`config.mk`:
```
export PLATFORM = sky130hd
export DESIGN_NAME = pipeline_hazard_ctrl_flat
export DESIGN_NICKNAME = d
export VERILOG_FILES = /design/src/rtl/hazard_pkg.sv /design/src/rtl/pipeline_hazard_ctrl_if.sv /design/src/rtl/hazard_scoreboard.sv /design/src/rtl/pipeline_hazard_ctrl.sv /design/src/flat_wrapper.sv
export SDC_FILE = /design/constraint.sdc
export NUM_CORES = 1
export LEC_CHECK = 0
export CORE_MARGIN = 3
export CORE_UTILIZATION = 40
export DETAILED_ROUTE_END_ITERATION = 12
export GPL_TIMING_DRIVEN = 0
export PLACE_DENSITY = 0.7
export SETUP_SLACK_MARGIN = 0.02
export SLEW_MARGIN = 20
export SYNTH_ARGS = -nofsm -noshare
export SYNTH_HDL_FRONTEND = slang
export SYNTH_SLANG_ARGS = --single-unit
```
`constraint.sdc`:
```
create_clock -name Clk -period 8.79 [get_ports Clk]
set_input_delay 2.1975 -clock Clk [delete_from_list [all_inputs] [get_ports Clk]]
set_output_delay 2.1975 -clock Clk [all_outputs]
set_load 0.1 [all_outputs]
```
`src/rtl/hazard_pkg.sv`:
```
// Shared constants and decode helpers for the MIPS pipeline hazard controller.
// State encodings are kept as plain 2-bit constants so HzState maps directly onto them.
package hazard_pkg;

    localparam logic [1:0] ST_INIT  = 2'd0;
    localparam logic [1:0] ST_RUN   = 2'd1;
    localparam logic [1:0] ST_STALL = 2'd2;
    localparam logic [1:0] ST_FLUSH = 2'd3;

    localparam logic [5:0] OP_RTYPE = 6'h00;
    localparam logic [5:0] OP_J     = 6'h02;
    localparam logic [5:0] OP_JAL   = 6'h03;
    localparam logic [5:0] OP_BEQ   = 6'h04;
    localparam logic [5:0] OP_BNE   = 6'h05;
    localparam logic [5:0] OP_SW    = 6'h2B;

    localparam logic [31:0] NOP = 32'h0000_0000;

    typedef struct packed {
        logic       valid;
        logic [4:0] rnum;
    } sb_slot_t;

    function automatic logic uses_rs(input logic [5:0] op);
        return !((op == OP_J) || (op == OP_JAL));
    endfunction

    function automatic logic uses_rt(input logic [5:0] op);
        return (op == OP_RTYPE) || (op == OP_BEQ) || (op == OP_BNE) || (op == OP_SW);
    endfunction

endpackage

```
`src/rtl/pipeline_hazard_ctrl_if.sv`:
```
// Bundle between the pipeline datapath (master) and the hazard controller (slave).
// Counter width must match the CNT_W of the controller attached to it.
interface pipeline_hazard_ctrl_if #(
    parameter int CNT_W = 16
);
    logic [31:0]      ID_Instr;
    logic             ID_RegWrite;
    logic             ID_RegDst;
    logic             ID_Jump;
    logic             MEM_PCSrc;
    logic             PCWrite;
    logic             IFID_Write;
    logic             IFID_Flush;
    logic             IDEX_Bubble;
    logic             EXMEM_Flush;
    logic [1:0]       HzState;
    logic [CNT_W-1:0] StallCycles;
    logic [CNT_W-1:0] FlushEvents;

    modport master (
        output ID_Instr, ID_RegWrite, ID_RegDst, ID_Jump, MEM_PCSrc,
        input  PCWrite, IFID_Write, IFID_Flush, IDEX_Bubble, EXMEM_Flush,
        input  HzState, StallCycles, FlushEvents
    );

    modport slave (
        input  ID_Instr, ID_RegWrite, ID_RegDst, ID_Jump, MEM_PCSrc,
        output PCWrite, IFID_Write, IFID_Flush, IDEX_Bubble, EXMEM_Flush,
        output HzState, StallCycles, FlushEvents
    );
endinterface

```
`src/rtl/hazard_scoreboard.sv`:
```
// Three-slot in-flight destination tracker (EX, MEM, WB) with RAW comparators.
// Slot 0 = EX, 1 = MEM, 2 = WB; the WB slot is masked out when the RF writes first.
module hazard_scoreboard
    import hazard_pkg::*;
#(
    parameter bit RF_WRITE_FIRST = 1'b1
) (
    input  logic        clk,
    input  logic        clear_i,
    input  logic        squash_i,
    input  logic        advance_i,
    input  logic [31:0] instr_i,
    input  logic        reg_write_i,
    input  logic        reg_dst_i,
    output logic        hazard_o
);

    localparam logic [2:0] CHECK_MASK = RF_WRITE_FIRST ? 3'b011 : 3'b111;

    sb_slot_t [2:0] slot_q;
    sb_slot_t [2:0] slot_d;

    logic [5:0] opcode;
    logic [4:0] rs;
    logic [4:0] rt;
    logic [4:0] rd;
    logic [4:0] dest;
    logic       rs_used;
    logic       rt_used;
    logic [2:0] slot_hit;
    logic       unused_funct;

    assign opcode       = instr_i[31:26];
    assign rs           = instr_i[25:21];
    assign rt           = instr_i[20:16];
    assign rd           = instr_i[15:11];
    assign dest         = reg_dst_i ? rd : rt;
    assign unused_funct = ^instr_i[10:0];

    // $0 is hard-wired, so reading it can never depend on an in-flight write.
    assign rs_used = uses_rs(opcode) && (rs != 5'd0);
    assign rt_used = uses_rt(opcode) && (rt != 5'd0);

    for (genvar gi = 0; gi < 3; gi++) begin : g_cmp
        assign slot_hit[gi] = CHECK_MASK[gi] && slot_q[gi].valid &&
                              ((rs_used && (slot_q[gi].rnum == rs)) ||
                               (rt_used && (slot_q[gi].rnum == rt)));
    end

    assign hazard_o = |slot_hit;

    always_comb begin
        slot_d[2] = slot_q[1];
        slot_d[1] = slot_q[0];
        slot_d[0] = '0;
        if (squash_i) begin
            // The EX-stage instruction is on the wrong path and never reaches MEM.
            slot_d[1] = '0;
        end else if (advance_i && reg_write_i && (dest != 5'd0)) begin
            slot_d[0].valid = 1'b1;
            slot_d[0].rnum  = dest;
        end
    end

    always_ff @(posedge clk) begin
        if (clear_i) begin
            slot_q <= '0;
        end else begin
            slot_q <= slot_d;
        end
    end

endmodule

```
`src/rtl/pipeline_hazard_ctrl.sv`:
```
// Stall/flush sequencer for a 5-stage MIPS pipeline without forwarding.
// Outputs are combinational from the current state and the current ID/MEM inputs.
module pipeline_hazard_ctrl
    import hazard_pkg::*;
#(
    parameter bit RF_WRITE_FIRST = 1'b1,
    parameter int CNT_W          = 16
) (
    input  logic                 Clk,
    input  logic                 Rst_n,
    pipeline_hazard_ctrl_if.slave bus
);

    localparam logic [CNT_W-1:0] CNT_ONE = CNT_W'(1);

    logic [1:0]       state_q;
    logic [1:0]       state_d;
    logic [CNT_W-1:0] stall_cnt_q;
    logic [CNT_W-1:0] stall_cnt_d;
    logic [CNT_W-1:0] flush_cnt_q;
    logic [CNT_W-1:0] flush_cnt_d;

    logic hazard;
    logic sb_clear;
    logic advance;
    logic squash;
    logic count_stall;
    logic count_flush;
    logic pc_write;
    logic ifid_write;
    logic ifid_flush;
    logic idex_bubble;
    logic exmem_flush;

    assign sb_clear = !Rst_n || (state_q == ST_INIT);

    hazard_scoreboard #(
        .RF_WRITE_FIRST(RF_WRITE_FIRST)
    ) u_sb (
        .clk        (Clk),
        .clear_i    (sb_clear),
        .squash_i   (squash),
        .advance_i  (advance),
        .instr_i    (bus.ID_Instr),
        .reg_write_i(bus.ID_RegWrite),
        .reg_dst_i  (bus.ID_RegDst),
        .hazard_o   (hazard)
    );

    always_comb begin
        state_d     = state_q;
        pc_write    = 1'b1;
        ifid_write  = 1'b1;
        ifid_flush  = 1'b0;
        idex_bubble = 1'b0;
        exmem_flush = 1'b0;
        advance     = 1'b0;
        squash      = 1'b0;
        count_stall = 1'b0;
        count_flush = 1'b0;
        if (state_q == ST_INIT) begin
            pc_write    = 1'b0;
            ifid_write  = 1'b0;
            ifid_flush  = 1'b1;
            idex_bubble = 1'b1;
            exmem_flush = 1'b1;
            state_d     = ST_RUN;
        end else if (bus.MEM_PCSrc) begin
            ifid_flush  = 1'b1;
            idex_bubble = 1'b1;
            exmem_flush = 1'b1;
            squash      = 1'b1;
            count_flush = 1'b1;
            state_d     = ST_FLUSH;
        end else if (hazard && (state_q != ST_FLUSH)) begin
            // ID holds a NOP right after a flush, so its hazard result is ignored there.
            pc_write    = 1'b0;
            ifid_write  = 1'b0;
            idex_bubble = 1'b1;
            count_stall = 1'b1;
            state_d     = ST_STALL;
        end else begin
            advance = 1'b1;
            state_d = ST_RUN;
            if (bus.ID_Jump) begin
                ifid_flush  = 1'b1;
                count_flush = 1'b1;
            end
        end
    end

    always_comb begin
        stall_cnt_d = stall_cnt_q;
        flush_cnt_d = flush_cnt_q;
        if (count_stall && !(&stall_cnt_q)) begin
            stall_cnt_d = stall_cnt_q + CNT_ONE;
        end
        if (count_flush && !(&flush_cnt_q)) begin
            flush_cnt_d = flush_cnt_q + CNT_ONE;
        end
    end

    always_ff @(posedge Clk) begin
        if (!Rst_n) begin
            state_q     <= ST_INIT;
            stall_cnt_q <= '0;
            flush_cnt_q <= '0;
        end else begin
            state_q     <= state_d;
            stall_cnt_q <= stall_cnt_d;
            flush_cnt_q <= flush_cnt_d;
        end
    end

    assign bus.PCWrite     = pc_write;
    assign bus.IFID_Write  = ifid_write;
    assign bus.IFID_Flush  = ifid_flush;
    assign bus.IDEX_Bubble = idex_bubble;
    assign bus.EXMEM_Flush = exmem_flush;
    assign bus.HzState     = state_q;
    assign bus.StallCycles = stall_cnt_q;
    assign bus.FlushEvents = flush_cnt_q;

endmodule

```
`src/flat_wrapper.sv`:
```
// flat-port wrapper written by rule: the top's interface ports become plain ports
module pipeline_hazard_ctrl_flat import hazard_pkg::*;
#(
    parameter bit RF_WRITE_FIRST = 1'b1,
    parameter int CNT_W          = 16
)
  (Clk, Rst_n, bus_ID_Instr, bus_ID_RegWrite, bus_ID_RegDst, bus_ID_Jump, bus_MEM_PCSrc, bus_PCWrite, bus_IFID_Write, bus_IFID_Flush, bus_IDEX_Bubble, bus_EXMEM_Flush, bus_HzState, bus_StallCycles, bus_FlushEvents);
  pipeline_hazard_ctrl_if #(.CNT_W(CNT_W)) bus_i ();
  input  logic Clk;
  input  logic Rst_n;
  input wire logic [$bits(bus_i.ID_Instr)-1:0] bus_ID_Instr;
  input wire logic [$bits(bus_i.ID_RegWrite)-1:0] bus_ID_RegWrite;
  input wire logic [$bits(bus_i.ID_RegDst)-1:0] bus_ID_RegDst;
  input wire logic [$bits(bus_i.ID_Jump)-1:0] bus_ID_Jump;
  input wire logic [$bits(bus_i.MEM_PCSrc)-1:0] bus_MEM_PCSrc;
  output wire logic [$bits(bus_i.PCWrite)-1:0] bus_PCWrite;
  output wire logic [$bits(bus_i.IFID_Write)-1:0] bus_IFID_Write;
  output wire logic [$bits(bus_i.IFID_Flush)-1:0] bus_IFID_Flush;
  output wire logic [$bits(bus_i.IDEX_Bubble)-1:0] bus_IDEX_Bubble;
  output wire logic [$bits(bus_i.EXMEM_Flush)-1:0] bus_EXMEM_Flush;
  output wire logic [$bits(bus_i.HzState)-1:0] bus_HzState;
  output wire logic [$bits(bus_i.StallCycles)-1:0] bus_StallCycles;
  output wire logic [$bits(bus_i.FlushEvents)-1:0] bus_FlushEvents;
  assign bus_i.ID_Instr = bus_ID_Instr;
  assign bus_i.ID_RegWrite = bus_ID_RegWrite;
  assign bus_i.ID_RegDst = bus_ID_RegDst;
  assign bus_i.ID_Jump = bus_ID_Jump;
  assign bus_i.MEM_PCSrc = bus_MEM_PCSrc;
  assign bus_PCWrite = bus_i.PCWrite;
  assign bus_IFID_Write = bus_i.IFID_Write;
  assign bus_IFID_Flush = bus_i.IFID_Flush;
  assign bus_IDEX_Bubble = bus_i.IDEX_Bubble;
  assign bus_EXMEM_Flush = bus_i.EXMEM_Flush;
  assign bus_HzState = bus_i.HzState;
  assign bus_StallCycles = bus_i.StallCycles;
  assign bus_FlushEvents = bus_i.FlushEvents;
  pipeline_hazard_ctrl #(.RF_WRITE_FIRST(RF_WRITE_FIRST), .CNT_W(CNT_W)) u_core (.Clk(Clk), .Rst_n(Rst_n), .bus(bus_i));
endmodule
```
==> summary.md, run 1 <==
The tools report the category of the worst setup path capture point as an output port. Once detail routing completed, the nets flagged for antenna violations numbered 0. Traced cell by cell, the critical path runs through clkdlybuf4s50_1 > or4_1 > nor2_1 > a211oi_2 > o211ai_1 > nand3b_1 > clkbuf_1 > inv_1 > buf_4 > clkdlybuf4s50_1. The number of global-route vias before repair is 2373. Setup repair after global routing left no endpoint under its margin.

Sum of negative setup slack: 0 ps. The run gives 0.00250 sq mm as the area of the mapped netlist. In the post-synthesis netlist, the biggest area contributors are dfxtp_1 37%, xnor2_1 7.3%, or4_1 6.6%, nand2_1 4.5%, o31ai_1 4.5%.

By startpoint and endpoint, the worst setup path is classified as in2out. The row count was 28; the final worst-path cycle share was 88.8%. After Yosys synthesis, XOR and XNOR cells account for 7.35% of the synthesized area. Total of flip-flops plus latches after synthesis: 46. Static timing analysis puts the maximum clock frequency at 128 MHz. In the final routed layout, each cell accounts on average for 14.5 um. The post-detailed-routing wire length came out at 6540 um.

IR analysis of the VDD net gives a maximum drop of 0.0785 mV. The reported max-cap violation count was 0; the violation count after the first detailed-routing iteration was 91. The routed layout has 2498 vias. The area share of the largest cell type after synthesis is 36.8%, and the layout cell share with drive strength beyond 1 is 3.20%. Sequential cells account for 48.7% of the total power. Entering global routing, the biggest net connects 14 pins. The run gives 343 as the synthesized net count.

The startpoint identified for the worst register-to-register timing path is u_core.bus.StallCycles[2]. The cell sitting at the root of the clock tree is a clkbuf_8. On the critical path, the stage with the largest delay is an instance of clkdlybuf4s50_1.

Yosys mapped a number of flops with a built-in enable equal to 0. Among all cell types in the netlist, the one instantiated most often is dfxtp_1. Data on the critical path arrives at its endpoint at 5610 ps. The critical path starts at bus_ID_Instr[17]. For the number of resized instances in the post-cts repair step, the log shows 0. The minimum clock period works out to 7810 ps. The initial standard-cell utilization of the core is 41.8%. The synthesized netlist devotes 17.4% of its cell area to compound gates. In this run the power spent charging and discharging nets is 0.000117 W.

Of the synthesized area, sequential elements account for 36.8%. The run gives 36 as the count of cell types in the netlist. The logs give 414 for the total number of nets in the final design and 33.7% for the worst-case headroom to the max-slew limit. The initial antenna violation count is 0. In this run, the clock network consumes 35.9% of the power. The non-filler instance count after layout is 450. After filler insertion, the fill cell instance count of the layout stands at 564. For this run, the slowest stage of the critical path takes 1110 ps. STA classifies the critical path startpoint as a primary input. The average cell area after synthesis works out to 8.26 sq um. For this run, the leading register cell type out of synthesis is dfxtp_1.

For the number of max-slew violations in the final report, the log shows 0. The antenna diode instance count is 0. Of all cell types, the one taking the most synthesized area is dfxtp_1.

The layout-stage area growth over the synthesis result was 33.6%. In this run, post-CTS hold repair placed 0 buffers. Counting the buffers created by CTS gives 5.

By area, the combinational part of the netlist is dominated by simple AND/OR/NAND/NOR gates. Along the worst path, the maximum fanout reaches 10. The post-synthesis share of cell area spent on full adders, half adders and majority gates is 1.00%. Summed over all cells, the static leakage comes to 1.04 nW. Setup violations remaining at the end of the flow were counted as 0. Cell internal power was estimated by the tool at 0.000319 W. The logs give 0.00724 sq mm for the full die area and 0.00146 sq mm for the total area of multi-input combinational cells. Clock slew seen by the registers of the worst setup and hold paths: 90 ps. Pin placement for this block handled 77 I/O pins.

The run gives 2 as the maximum number of buffers from clock root to sink. The H-tree depth reported by CTS is 2. TritonCTS built the clock tree. For the residual overflow from global routing, the log shows 0. During synthesis, Yosys emitted a total of 0 warnings. Combinational logic burns 15.4% of the power. The post-synthesis instance total was 303.

For this run, design rule violations remaining after detail routing come to 0. For this design the ratio of total power to cell area is 130 mW/mm^2. Measured along the x axis, the die boundary spans 85.1 um.

Of all flip-flops after synthesis, the portion carrying an async set or reset was 0%. The logs give 921 sq um for the combined flip-flop and latch cell area and 0 for the count of buffers added by post-CTS timing repair for setup. Counting instances in the post-synthesis netlist gives the leading cell types as 46 x dfxtp_1, 30 x nand2_1, 22 x or4_1. The switching share of power is 26.8%. The cell that appears most often on the critical path is clkdlybuf4s50_1. The core area was 0.00599 sq mm; the number of port buffers was 64.

Of the total synthesized cell area, the portion taken by AND, OR, NAND and NOR gates is 28.0%. The height of the die is 85.1 um, and the worst-case clock skew is 8.93 ps. Routability-driven placement finished with a final weighted congestion of 0.839. The tightest min-delay check is of the reg2reg type. The detailed-route vias per instance is 5.55, and the overall fraction of global-route tracks in use is 18.5%. The count of clock tree sinks was 46; the placed instance count was 442. For the pin with the worst max-slew slack, the measured transition is 992 ps.

Clock latency on the worst-skew pair, taken at its later pin, is 300 ps. For the first-pass GRT wire length, the log shows 11000 um. The run finished with clean final reports. Before antenna repair, the detailed router went through 4 iterations.

The origin of the worst min-delay path was u_core.bus.StallCycles[14]. Detailed placement finished with a half-perimeter wire length of 4840 um. The endpoint required time on the critical path is 6590 ps, and the count of final hold-check violations is 0. The post-synthesis mux area share is 4.40%.
area by class of cell:
type                            instances  share of cell area, %
Sequential cell                        46                   27.5
Buffer                                 19                   2.39
Timing Repair Buffer                   64                   19.2
Tap cell                               75                   2.81
Clock buffer                            7                   2.28
Multi-Input combinational cell        226                   43.6
Clock inverter                          1                  0.898
Inverter                               12                   1.35
final timing paths:
check                                                   to  slack [ps]  cells past startpoint
worst min-delay path            u_core.bus.StallCycles[14]         490                      2
worst max register to register   u_core.bus.StallCycles[1]        5920                      9
worst max-delay path                           bus_PCWrite         980                     10
worst min register to register  u_core.bus.StallCycles[14]         490                      2
per-stage QoR:
step | setup slack, ps | util [%] | area [sq um] | hold slack [ps] | power [W]
floorplan | 1310 | - | 2500 | 481 | 0.000258
global placement | 1010 | 54.1 | 3240 | 472 | 0.000284
detailed placement | 1000 | 54.1 | 3240 | 482 | 0.000284
CTS | 997 | 55.8 | 3340 | 497 | 0.000439
global route | 790 | 55.8 | 3340 | 522 | 0.000455
finish | 984 | 55.8 | 3340 | 491 | 0.000436
worst max-delay path: cells and delay by family:
family / cells / cell delay (ps)
and+or+nand+nor: 3 / 1060
AOI/OAI and AO/OA: 2 / 200
buffers and inverters: 5 / 2150
routing by layer:
metal | GRT usage [%] | vias to the layer above | part of all wire [%]
li1 | - | 1277 | -
met1 | 25.1 | 1159 | 47
met2 | 29.4 | 60 | 47
met3 | 4.85 | 2 | 5.0
met4 | 4.46 | 0 | 0.55
met5 | 0 | - | 0
logic make-up after synthesis:
logic type,after synthesis
multiplexers,11
flip-flops,46
XOR/XNOR,21
adder cells (fa/ha/maj),2
AO/OA/AOI/OAI,64
buffers and inverters,31
AND/OR/NAND/NOR,128
power by group through the flow:
stage	Sequential (W)	Clock (W)	Combinational [W]
after floorplan	0.000227	0	0.0000311
after global placement	0.000217	0	0.0000665
after detailed placement	0.000217	0	0.0000672
after CTS	0.000212	0.000159	0.0000675
after global routing	0.000213	0.000170	0.0000720
final	0.000212	0.000157	0.0000671
flip-flops by register name, summed over array words and instances (netlist names):
register,flops
u_core.u_sb.slot_d,6
u_core.bus.FlushEvents,16
u_core.bus.StallCycles,16
u_core.u_sb.slot_q,6
u_core.bus.HzState,2
layout by cell type (no fill, tap or decap), drive strengths merged:
master / Yosys / layout
clkdlybuf4s50: 0 / 64
dfxtp: 46 / 46
nand2: 30 / 30
or4: 22 / 22
xnor2: 21 / 21
a21oi: 20 / 20
clkbuf: 12 / 19
nor2: 18 / 18
o31ai: 15 / 15
inv: 12 / 12
nand4: 11 / 11
nand3: 11 / 11
mux2i: 11 / 11
nand2b: 10 / 10
nor4: 7 / 7
o41ai: 7 / 7
buf: 7 / 7
o21ai: 6 / 6
and3: 6 / 6
o311ai: 5 / 5
and4: 3 / 3
or3: 3 / 3
o22ai: 2 / 2
o2bb2ai: 2 / 2
o211ai: 2 / 2
nand3b: 2 / 2
nor3: 2 / 2
and2: 2 / 2
ha: 2 / 2
a211oi: 2 / 2
nor2b: 1 / 1
a22oi: 1 / 1
a211o: 1 / 1
o21bai: 1 / 1
bufinv: 0 / 1
Note: power is estimated with default switching activity, not from simulation.
==> inputs of run 2 (changes only) <==
--- a/config.mk
+++ b/config.mk
@@ -8,7 +8,6 @@
 export CORE_MARGIN = 3
 export CORE_UTILIZATION = 40
 export DETAILED_ROUTE_END_ITERATION = 12
-export GPL_TIMING_DRIVEN = 0
 export PLACE_DENSITY = 0.7
 export SETUP_SLACK_MARGIN = 0.02
 export SLEW_MARGIN = 20
==> summary.md, run 2 (synthesis gave the netlist of run 1 again) <==
For this run, the post-layout net count is 400. Setup repair after global routing left no endpoint under its margin. The antenna diode instance count was 0. Sum of negative setup slack: 0 ps. Including well taps, the total number of placed cells is 428. The clock slew seen by the registers of the worst setup and hold paths is 90 ps, and the maximum achievable frequency is 134 MHz. The routed length per placed instance is 13.9 um. Between clock sinks in the finished design, the worst skew comes to 4.38 ps. The tools report the count of buffers added by post-CTS timing repair for setup as 0.

The die covers 0.00724 sq mm. The critical-path maximum fanout works out to 4. For the total area of multi-input combinational cells, the log shows 0.00146 sq mm.

The path class of the tightest hold or removal check is reg2reg. For the number of buffers created by CTS, the log shows 5. Entering global routing, the biggest net connects 32 pins.

The minimum clock period was 7450 ps; the total power density per cell area was 132 mW/mm^2. The logs give 436 for the non-filler instance count after layout and 79 for the violation count after the first detailed-routing iteration. The logs give 4 for the first-pass iteration count of the detailed router and 0 for the count of hold buffers inserted by post-cts repair.

In this run the deepest clock path goes through 2 buffers. The run gives 2419 as the total vias in the final route. In this run the static leakage power is 1.03 nW.

The count of boundary I/O pins is 77, and the initial standard-cell utilization of the core is 41.8%. The number of nets with antenna violations after detailed routing is 0. Most common library cell in the layout ignoring fill and taps: clkdlybuf4s50_1. The run finished with clean final reports. Residual overflow from global routing: 0. The cell at the root of the clock tree was clkbuf_8. Setup violations remaining at the end of the flow were counted as 0. The detailed-route vias per instance is 5.55, and the number of port buffers is 65.

At the pin with the least slew margin, the transition time is 988 ps. TritonCTS built the clock tree. The count of final hold-check violations was 0; the post-detailed-routing wire length was 6070 um. Max-cap violations in this run came to 0. The number of global-route vias before repair is 2259.

The tools report the launching element type of the critical path as a primary input. The layout-stage area growth over the synthesis result was 32.1%; the insertion delay to the later sink of the worst-skew pair was 290 ps. The number of resized instances in the post-cts repair step was 0; the initial antenna violation count was 0. The H-tree was split into 2 levels. The top cell types in the final layout, fill and taps aside, are 63 x clkdlybuf4s50_1, 46 x dfxtp_1, 30 x nand2_1. Count of clock tree sinks: 46.

Across the VDD grid, the largest voltage drop is 0.0843 mV. The initialized floorplan defines 28 standard-cell rows. STA puts the critical path data required time at 6590 ps.

Once detailed placement completed, the half-perimeter wirelength came to 4410 um. The first global-routing pass estimated 10400 um of wire. The final critical path takes up 84.8% of the cycle. The completed layout was analyzed and its total power is 0.000438 W. The critical setup path kind is in2out. The height of the die is 85.1 um. The overall fraction of global-route tracks in use was 17.0%. The run gives 0 as the count of unresolved DRC violations after routing. The sequential cells in the finished layout cover a total of 921 sq um. The worst-case headroom to the max-slew limit was 33.9%; the chip width was 85.1 um.

For the data arrival at the endpoint of the critical path, the log shows 5250 ps. The worst setup path is captured at an output port. The core area was 0.00599 sq mm; the routability-driven placement congestion ratio was 0.818. The layout cell share with drive strength beyond 1 is 4.16%.

The logs give 562 for the filler cell count in the final layout and 0 for the number of max-slew violations in the final report.
[run 2: stage by stage]
step | utilization, % | area, sq um | setup slack [ps] | hold WS, ps
after floorplan | - | 2500 | 1310 | 481
after global placement | 53.3 | 3190 | 1360 | 470
after detailed placement | 53.3 | 3190 | 1330 | 476
after CTS | 55.2 | 3310 | 1320 | 491
after global routing | 55.2 | 3310 | 1170 | 523
final | 55.2 | 3310 | 1340 | 490
[run 2: path summary, 6_finish.rpt]
kind                                      to  slack [ps]                  startpoint  cells past startpoint
setup / recovery             bus_IDEX_Bubble        1340            bus_ID_Instr[27]                      7
hold / removal    u_core.bus.FlushEvents[10]         490  u_core.bus.FlushEvents[10]                      2
setup reg to reg   u_core.bus.StallCycles[9]        6150   u_core.bus.StallCycles[2]                      8
hold reg to reg   u_core.bus.FlushEvents[10]         490  u_core.bus.FlushEvents[10]                      2
[run 2: report_power, final]
| group | switching (W) | internal, W | total [W] |
|---|---|---|---|
| Sequential | 0.00000250 | 0.000210 | 0.000212 |
| Clock | 0.0000747 | 0.0000846 | 0.000159 |
| Combinational | 0.0000420 | 0.0000239 | 0.0000660 |
[run 2: final cells by class]
cell class / instances / share of cell area [%]
clock inverter: 3 / 1.36
inverter: 12 / 1.36
timing repair buffer: 69 / 20.4
tap: 75 / 2.84
clock buffer: 5 / 2.08
multi-input combinational: 226 / 44.1
sequential: 46 / 27.8
[run 2: worst max-delay path, stage by stage]
cell and delay (ps):
clkdlybuf4s50_1 440, or4_1 540, a211oi_2 270, nand2_1 130, a22oi_1 370, nand2b_1 160, clkdlybuf4s50_1 1140
[run 2: per-layer routing]
| metal | GRT usage, % | share of wire (%) | routed length (um) | vias to the layer above |
|---|---|---|---|---|
| met5 | 0 | 0 | 0 | - |
| met1 | 23.7 | 49 | 3000 | 1123 |
| met2 | 26.8 | 45 | 2750 | 47 |
| met4 | 3.74 | 0.74 | 45 | 0 |
| met3 | 4.08 | 4.6 | 282 | 5 |
| li1 | - | - | - | 1244 |
